## config.mk

```make
export PLATFORM = sky130hd
export DESIGN_NAME = nfu_2_ctrl_flat
export DESIGN_NICKNAME = d
export VERILOG_FILES = /design/src/rtl/nfu_2_ctrl_if.sv /design/src/rtl/nfu_2_ctrl.sv /design/src/flat_wrapper.sv
export SDC_FILE = /design/constraint.sdc
export NUM_CORES = 1
export LEC_CHECK = 0
export CORE_MARGIN = 10
export CORE_UTILIZATION = 30
export DETAILED_ROUTE_END_ITERATION = 8
export GPL_ROUTABILITY_DRIVEN = 0
export PLACE_DENSITY = 0.5
export SETUP_SLACK_MARGIN = 0.2
export SYNTH_ARGS = -nofsm -noshare
export SYNTH_HDL_FRONTEND = slang
export SYNTH_SLANG_ARGS = --single-unit
```

## constraint.sdc

```tcl
create_clock -name clk -period 40.6 [get_ports clk]
set_clock_uncertainty 0.15 [all_clocks]
set_input_delay 12.18 -clock clk [delete_from_list [all_inputs] [get_ports clk]]
set_output_delay 12.18 -clock clk [all_outputs]
set_load 0.03 [all_outputs]
```

## src/rtl/nfu_2_ctrl_if.sv

```systemverilog
// Handshake and data bundle between the NFU-2 controller and its neighbours
// (NFU-1 product stream, NFU-2 adder tree, NFU-3 consumer, layer control).
interface nfu_2_ctrl_if #(
  parameter int BIT_WIDTH = 16,
  parameter int Tn        = 16,
  parameter int CNT_WIDTH = 16
);
  logic                    i_start;
  logic [CNT_WIDTH-1:0]    i_num_iter;
  logic [CNT_WIDTH-1:0]    i_num_tiles;
  logic                    i_nfu1_valid;
  logic                    o_nfu1_ready;
  logic [BIT_WIDTH*Tn-1:0] i_nfu2_result;
  logic [BIT_WIDTH*Tn-1:0] o_psum;
  logic                    o_nfu3_valid;
  logic                    i_nfu3_ready;
  logic [BIT_WIDTH*Tn-1:0] o_nfu3_data;
  logic                    o_busy;
  logic                    o_done;

  // Environment side: drives layer control, NFU-1 beats, tree result, NFU-3 ready.
  modport master (
    output i_start, i_num_iter, i_num_tiles, i_nfu1_valid, i_nfu2_result, i_nfu3_ready,
    input  o_nfu1_ready, o_psum, o_nfu3_valid, o_nfu3_data, o_busy, o_done
  );

  modport slave (
    input  i_start, i_num_iter, i_num_tiles, i_nfu1_valid, i_nfu2_result, i_nfu3_ready,
    output o_nfu1_ready, o_psum, o_nfu3_valid, o_nfu3_data, o_busy, o_done
  );
endinterface

```

## src/rtl/nfu_2_ctrl.sv

```systemverilog
// NFU-2 controller: sequences Ni/Tn input blocks per output tile, feeds the
// partial sum back into the adder tree and buffers finished tiles for NFU-3.
module nfu_2_ctrl #(
  parameter int BIT_WIDTH  = 16,
  parameter int Tn         = 16,
  parameter int PIPE_DEPTH = 1,
  parameter int CNT_WIDTH  = 16
) (
  input logic          clk,
  input logic          rst_n,
  nfu_2_ctrl_if.slave  bus
);
  localparam int W  = BIT_WIDTH * Tn;
  localparam int LW = $clog2(PIPE_DEPTH + 4);
  localparam logic [CNT_WIDTH-1:0] CNT_ONE = CNT_WIDTH'(1);

  typedef enum logic [1:0] {IDLE, RUN, DRAIN} state_e;

  state_e               state_q;
  logic [CNT_WIDTH-1:0] num_iter_q, num_tiles_q, iter_cnt_q, tile_cnt_q;
  logic                 done_q;

  // Tree pipe tracking: index 0 is the newest beat, PIPE_DEPTH-1 the tail.
  logic [PIPE_DEPTH-1:0] pv_q, pf_q, pl_q;
  logic [W-1:0]          acc_q;

  logic [W-1:0] fifo_q [2];
  logic         wr_ptr_q, rd_ptr_q;
  logic [1:0]   occ_q;

  logic          beat_first, beat_last, final_beat;
  logic          tail_v, tail_first, tail_last;
  logic          push, pop, fits, ready, accept;
  logic [LW-1:0] inflight_last;

  // NOTE: every always_comb output gets a default before any branch so no latch is inferred.
  always_comb begin
    inflight_last = '0;
    for (int i = 0; i < PIPE_DEPTH; i++) begin
      inflight_last = inflight_last + LW'(pv_q[i] & pl_q[i]);
    end
  end

  assign beat_first = (iter_cnt_q == '0);
  assign beat_last  = (iter_cnt_q == num_iter_q - CNT_ONE);
  assign final_beat = beat_last && (tile_cnt_q == num_tiles_q - CNT_ONE);

  assign tail_v     = pv_q[PIPE_DEPTH-1];
  assign tail_first = tail_v && pf_q[PIPE_DEPTH-1];
  assign tail_last  = tail_v && pl_q[PIPE_DEPTH-1];

  assign push = tail_last;
  assign pop  = (occ_q != 2'd0) && bus.i_nfu3_ready;

  // The tree cannot stall, so a tile-closing beat needs a FIFO slot reserved
  // against everything already heading for the buffer.
  assign fits   = (LW'(occ_q) + inflight_last) < (LW'(2) + LW'(pop));
  assign ready  = (state_q == RUN) && (!beat_last || fits);
  assign accept = ready && bus.i_nfu1_valid;

  assign bus.o_nfu1_ready = ready;
  assign bus.o_psum       = tail_first ? '0 : acc_q;
  assign bus.o_nfu3_valid = (occ_q != 2'd0);
  assign bus.o_nfu3_data  = (occ_q != 2'd0) ? fifo_q[rd_ptr_q] : '0;
  assign bus.o_busy       = (state_q != IDLE);
  assign bus.o_done       = done_q;

  // NOTE: sequential state uses non-blocking assignments so every register samples pre-edge values.
  always_ff @(posedge clk or negedge rst_n) begin
    if (!rst_n) begin
      state_q     <= IDLE;
      num_iter_q  <= '0;
      num_tiles_q <= '0;
      iter_cnt_q  <= '0;
      tile_cnt_q  <= '0;
      done_q      <= 1'b0;
    end else begin
      done_q <= 1'b0;
      unique case (state_q)
        IDLE: begin
          if (bus.i_start) begin
            num_iter_q  <= bus.i_num_iter;
            num_tiles_q <= bus.i_num_tiles;
            iter_cnt_q  <= '0;
            tile_cnt_q  <= '0;
            state_q     <= (bus.i_num_iter == '0 || bus.i_num_tiles == '0) ? DRAIN : RUN;
          end
        end
        RUN: begin
          if (accept) begin
            if (beat_last) begin
              iter_cnt_q <= '0;
              tile_cnt_q <= tile_cnt_q + CNT_ONE;
            end else begin
              iter_cnt_q <= iter_cnt_q + CNT_ONE;
            end
            if (final_beat) state_q <= DRAIN;
          end
        end
        DRAIN: begin
          if (pv_q == '0 && occ_q == 2'd0) begin
            done_q  <= 1'b1;
            state_q <= IDLE;
          end
        end
        default: state_q <= IDLE;
      endcase
    end
  end

  always_ff @(posedge clk or negedge rst_n) begin
    if (!rst_n) begin
      pv_q  <= '0;
      pf_q  <= '0;
      pl_q  <= '0;
      acc_q <= '0;
    end else begin
      for (int i = PIPE_DEPTH - 1; i > 0; i--) begin
        pv_q[i] <= pv_q[i-1];
        pf_q[i] <= pf_q[i-1];
        pl_q[i] <= pl_q[i-1];
      end
      pv_q[0] <= accept;
      pf_q[0] <= beat_first;
      pl_q[0] <= beat_last;
      if (tail_v) acc_q <= bus.i_nfu2_result;
    end
  end

  always_ff @(posedge clk or negedge rst_n) begin
    if (!rst_n) begin
      wr_ptr_q <= 1'b0;
      rd_ptr_q <= 1'b0;
      occ_q    <= 2'd0;
    end else begin
      if (push) wr_ptr_q <= ~wr_ptr_q;
      if (pop)  rd_ptr_q <= ~rd_ptr_q;
      unique case ({push, pop})
        2'b10:   occ_q <= occ_q + 2'd1;
        2'b01:   occ_q <= occ_q - 2'd1;
        default: occ_q <= occ_q;
      endcase
    end
  end

  // NOTE: storage is not reset; the empty flag masks stale entries from the output.
  always_ff @(posedge clk) begin
    if (push) fifo_q[wr_ptr_q] <= bus.i_nfu2_result;
  end
endmodule

```

## src/flat_wrapper.sv

```systemverilog
// flat-port wrapper written by rule: the top's interface ports become plain ports
module nfu_2_ctrl_flat 
#(
  parameter int BIT_WIDTH  = 16,
  parameter int Tn         = 16,
  parameter int PIPE_DEPTH = 1,
  parameter int CNT_WIDTH  = 16
)
  (clk, rst_n, bus_i_start, bus_i_num_iter, bus_i_num_tiles, bus_i_nfu1_valid, bus_i_nfu2_result, bus_i_nfu3_ready, bus_o_nfu1_ready, bus_o_psum, bus_o_nfu3_valid, bus_o_nfu3_data, bus_o_busy, bus_o_done);
  nfu_2_ctrl_if #(.BIT_WIDTH(BIT_WIDTH), .Tn(Tn), .CNT_WIDTH(CNT_WIDTH)) bus_i ();
  input logic clk;
  input logic rst_n;
  input wire logic [$bits(bus_i.i_start)-1:0] bus_i_start;
  input wire logic [$bits(bus_i.i_num_iter)-1:0] bus_i_num_iter;
  input wire logic [$bits(bus_i.i_num_tiles)-1:0] bus_i_num_tiles;
  input wire logic [$bits(bus_i.i_nfu1_valid)-1:0] bus_i_nfu1_valid;
  input wire logic [$bits(bus_i.i_nfu2_result)-1:0] bus_i_nfu2_result;
  input wire logic [$bits(bus_i.i_nfu3_ready)-1:0] bus_i_nfu3_ready;
  output wire logic [$bits(bus_i.o_nfu1_ready)-1:0] bus_o_nfu1_ready;
  output wire logic [$bits(bus_i.o_psum)-1:0] bus_o_psum;
  output wire logic [$bits(bus_i.o_nfu3_valid)-1:0] bus_o_nfu3_valid;
  output wire logic [$bits(bus_i.o_nfu3_data)-1:0] bus_o_nfu3_data;
  output wire logic [$bits(bus_i.o_busy)-1:0] bus_o_busy;
  output wire logic [$bits(bus_i.o_done)-1:0] bus_o_done;
  assign bus_i.i_start = bus_i_start;
  assign bus_i.i_num_iter = bus_i_num_iter;
  assign bus_i.i_num_tiles = bus_i_num_tiles;
  assign bus_i.i_nfu1_valid = bus_i_nfu1_valid;
  assign bus_i.i_nfu2_result = bus_i_nfu2_result;
  assign bus_i.i_nfu3_ready = bus_i_nfu3_ready;
  assign bus_o_nfu1_ready = bus_i.o_nfu1_ready;
  assign bus_o_psum = bus_i.o_psum;
  assign bus_o_nfu3_valid = bus_i.o_nfu3_valid;
  assign bus_o_nfu3_data = bus_i.o_nfu3_data;
  assign bus_o_busy = bus_i.o_busy;
  assign bus_o_done = bus_i.o_done;
  nfu_2_ctrl #(.BIT_WIDTH(BIT_WIDTH), .Tn(Tn), .PIPE_DEPTH(PIPE_DEPTH), .CNT_WIDTH(CNT_WIDTH)) u_core (.clk(clk), .rst_n(rst_n), .bus(bus_i));
endmodule
```

==> results.toml <==
[run_status]
run_status = "finished, final reports clean"

[cells_and_area]
final-instance-count-excl-fill = 4868
finalCoreUtilization = 0.415
n_fill_cell = 10800
design.final.nets = 3551
share_of_cells_above_drive_strength_1 = 0.142
final-seq-area_um2 = 23600
multi_input_area_um2 = 10700
area_growth_syn_to_layout_pct = 37.6

[clock_tree]
cts_inserted_buffers = 97
clock_tree_from_tritoncts = "yes"
cts.sinks = 842
clk-insertion-delay-late_ns = 0.66
cts_max_path_buffers = 3
clk_pin_slew_ns = 0.06
cts.repair.resized = 0
root_buffer = "sky130_fd_sc_hd__clkbuf_16"
h-tree-depth = 3
postCtsSetupBuffers = 0
holdBufCountCts = 0

[routing]
routed_wirelength_um = 119000
wl_met3_um = 8200
post_drt_via_cell_ratio = 4.66
top_layer_used = "met5"
avgRoutedWirePerCell_um = 24.4
routedLengthMet1_um = 47900
detail_route.iter0.violations = 1293
antenna_left = 0
drc = 0
detailedRoute.firstPassIterationCount = 5
wl_met2_um = 60000
vias = 22700

[sta]
maxSlewHeadroom = 0.180
finalCriticalPeriod_ns = 26.55
report.final.setup_viol = 0
highest_clock_rate_mhz = 37.7
layout_worst_path_cycle_share = 0.654
hold_violations = 0
rsz0062_at_grt = "no"
tightestPinTransition_ns = 1.22
setup_slack_ns = 14.05
timing.setup.tns_ns = 0
drv_slew = 0

[logic_synthesis]
yosys-top-cells-area = "sky130_fd_sc_hd__edfxtp_1, sky130_fd_sc_hd__dfrtp_1, sky130_fd_sc_hd__mux2_2, sky130_fd_sc_hd__mux2i_1, sky130_fd_sc_hd__and2_1"
fraction_of_the_mapped_netlist_area_in_compound_gates = 0.0118
synthAdderAreaFrac = 0.00286
yosys.cell_types.count = 63
most_repeated_cell_in_the_gate_level_netlist_after_synthesis = "sky130_fd_sc_hd__edfxtp_1"
async_flop_share = 0.392
synth_mux_area_frac = 0.159
postSynthRegisterBits = 842
simple_gate_portion_of_the_synthesized_area = 0.116
netlist.area_leader.share = 0.440
synth_xor_xnor_area_share = 0.0163
synth-warning-count = 0
synth-main-ff-cell = "sky130_fd_sc_hd__edfxtp_1"
synth_area_leader_cell = "sky130_fd_sc_hd__edfxtp_1"
synth_top_family_by_area = "multiplexers"
syn-cell-area_um2 = 35000
synth_fp_nets = 2751
synthTopCellsByCount = "sky130_fd_sc_hd__edfxtp_1, sky130_fd_sc_hd__dfrtp_1, sky130_fd_sc_hd__nor2_1"
synth_edf_count = 512
ys_seq_area_frac = 0.676
count_of_mapped_cells_out_of_synthesis = 2450
post_synth.cell_area_avg_um2 = 14.3

[power]
worst_vdd_rail_ir_drop_mv = 0.0432
leak_nw = 18.4
design_power_total_mw = 2.95
power_density_nw_per_um2 = 61.2

[floorplanning]
core_um2 = 116000
pin_count = 809
die_h_um = 361
start_util = 0.302
dieWidth_um = 361
floorplan.rows = 125
die_area_um2 = 131000

[place]
dpl_worst_slack_ns = 14.04
io_buffers = 808
placed_cells_incl_taps = 4675
place_hpwl_um = 83200

[worst_hold_path]
hold_path.class = "flip-flop to flip-flop"

[setup_path]
setup.worst_path.end_class = "primary output"
cp_data_required_time_ns = 28.27
timing.critical_path.slowest_stage_cell = "sky130_fd_sc_hd__clkdlybuf4s50_1"
critical_path_buf_inv_count = 2
crit_chain = "clkdlybuf4s50_1 > o21ai_0 > o21ai_0 > nand2_1 > o21ai_0 > clkdlybuf4s50_1"
critical-path-max-stage-delay_ns = 0.74
cp.arrival_ns = 14.22
critPathMostFrequentCell = "sky130_fd_sc_hd__o21ai_0"
critPathKind = "primary input to primary output"
timing.critical_path.fanout_max = 3
crit_path_start_kind = "primary input"
worst_path_dominant_cell_family = "buffers and inverters"

[grt]
globalRoute.totalOverflow = 0
number_of_antenna_violations_at_the_first_check_in_global_routing = 17
first_global_vias = 23800
first_pass_grt_wire_length_um = 171000
grt_max_degree = 140
grt_use_total = 0.175

[run]
drv_cap = 0
[power by group]
part           internal (mW)  total (mW)  switching (mW)
clock                  0.569       0.930           0.361
sequential             0.940       0.972          0.0320
combinational          0.406        1.04           0.638
[layer usage]
layer	up-vias	track usage
met5	-	0
met4	18	0.0441
met3	150	0.0548
met2	678	0.307
met1	11500	0.207
li1	10300	-
[metrics by stage]
step	hold slack (ns)	cell area, um^2
2_1_floorplan	0.311	35000
3_3_place_gp	0.332	44600
3_5_place_dp	0.337	44600
4_1_cts	0.350	48100
5_1_grt	0.354	48100
6_report	0.344	48100
[worst register-to-register path, stage by stage, from the launching register on]
cell                      delay (ns)
sky130_fd_sc_hd__dfrtp_4        0.86
sky130_fd_sc_hd__nand2_1        0.32
sky130_fd_sc_hd__nor2_4         0.39
sky130_fd_sc_hd__buf_4          0.57
sky130_fd_sc_hd__buf_4          0.93
sky130_fd_sc_hd__buf_4          0.76
[cell type report]
cell class / instances / share of cell area
diodes: 9 / 0.000468
clock buffers: 135 / 0.0579
clock inverters: 49 / 0.0135
inverters: 14 / 0.00109
multi-input cells: 1460 / 0.223
flip-flops and latches: 842 / 0.492
well taps: 1524 / 0.0396
repair buffers: 835 / 0.173
[placed cells by master (no fill, tap or decap), drive strengths merged, types with 16 or more instances in the layout]
cell	count
mux2i	261
clkdlybuf4s50	807
clkinv	29
inv	17
buf	28
nor4	24
a21oi	16
nor2	301
clkbuf	135
xor2	19
xnor2	46
nand3	17
dfrtp	330
mux2	260
and2	259
edfxtp	512
nand2	116
o21ai	20
[final timing paths]
path / from / end / slack (ns) / cells past startpoint
max: bus_i_nfu3_ready / bus_o_nfu1_ready / 14.05 / 6
min: u_core.acc_q[34]$_DFFE_PN0P_ / u_core.acc_q[34]$_DFFE_PN0P_ / 0.34 / 1
max reg2reg: u_core.pv_q$_DFF_PN0_ / u_core.fifo_q[0][176]$_DFFE_PP_ / 36.22 / 5
min reg2reg: u_core.acc_q[34]$_DFFE_PN0P_ / u_core.acc_q[34]$_DFFE_PN0P_ / 0.34 / 1
max in group asynchronous: rst_n / u_core.acc_q[179]$_DFFE_PN0P_ / 26.52 / 3
min in group asynchronous: rst_n / u_core.acc_q[48]$_DFFE_PN0P_ / 11.51 / 1
[cells by family (layout without fill, tap and decap cells)]
logic type                 count (synthesis)  after routing
DFF                                      842            842
and+or+nand+nor                          803            803
muxes                                    521            521
buffers and inverters                    148           1033
xor gates and xnor gates                  65             65
AOI/OAI and AO/OA                         63             63
adders and majority gates                  8              8
other                                      0              9
[state kept, by name (all words and copies together), names as in the netlist]
| name | count |
|---|---|
| u_core.acc_q | 256 |
| u_core.bus.o_done | 1 |
| u_core.fifo_q | 512 |
| u_core.iter_cnt_q | 16 |
| u_core.num_iter_q | 16 |
| u_core.num_tiles_q | 16 |
| u_core.occ_q | 2 |
| u_core.pf_q | 1 |
| u_core.pl_q | 1 |
| u_core.pv_q | 1 |
| u_core.rd_ptr_q | 1 |
| u_core.state_q | 2 |
| u_core.tile_cnt_q | 16 |
| u_core.wr_ptr_q | 1 |
Power figures use the tool's default switching activity.
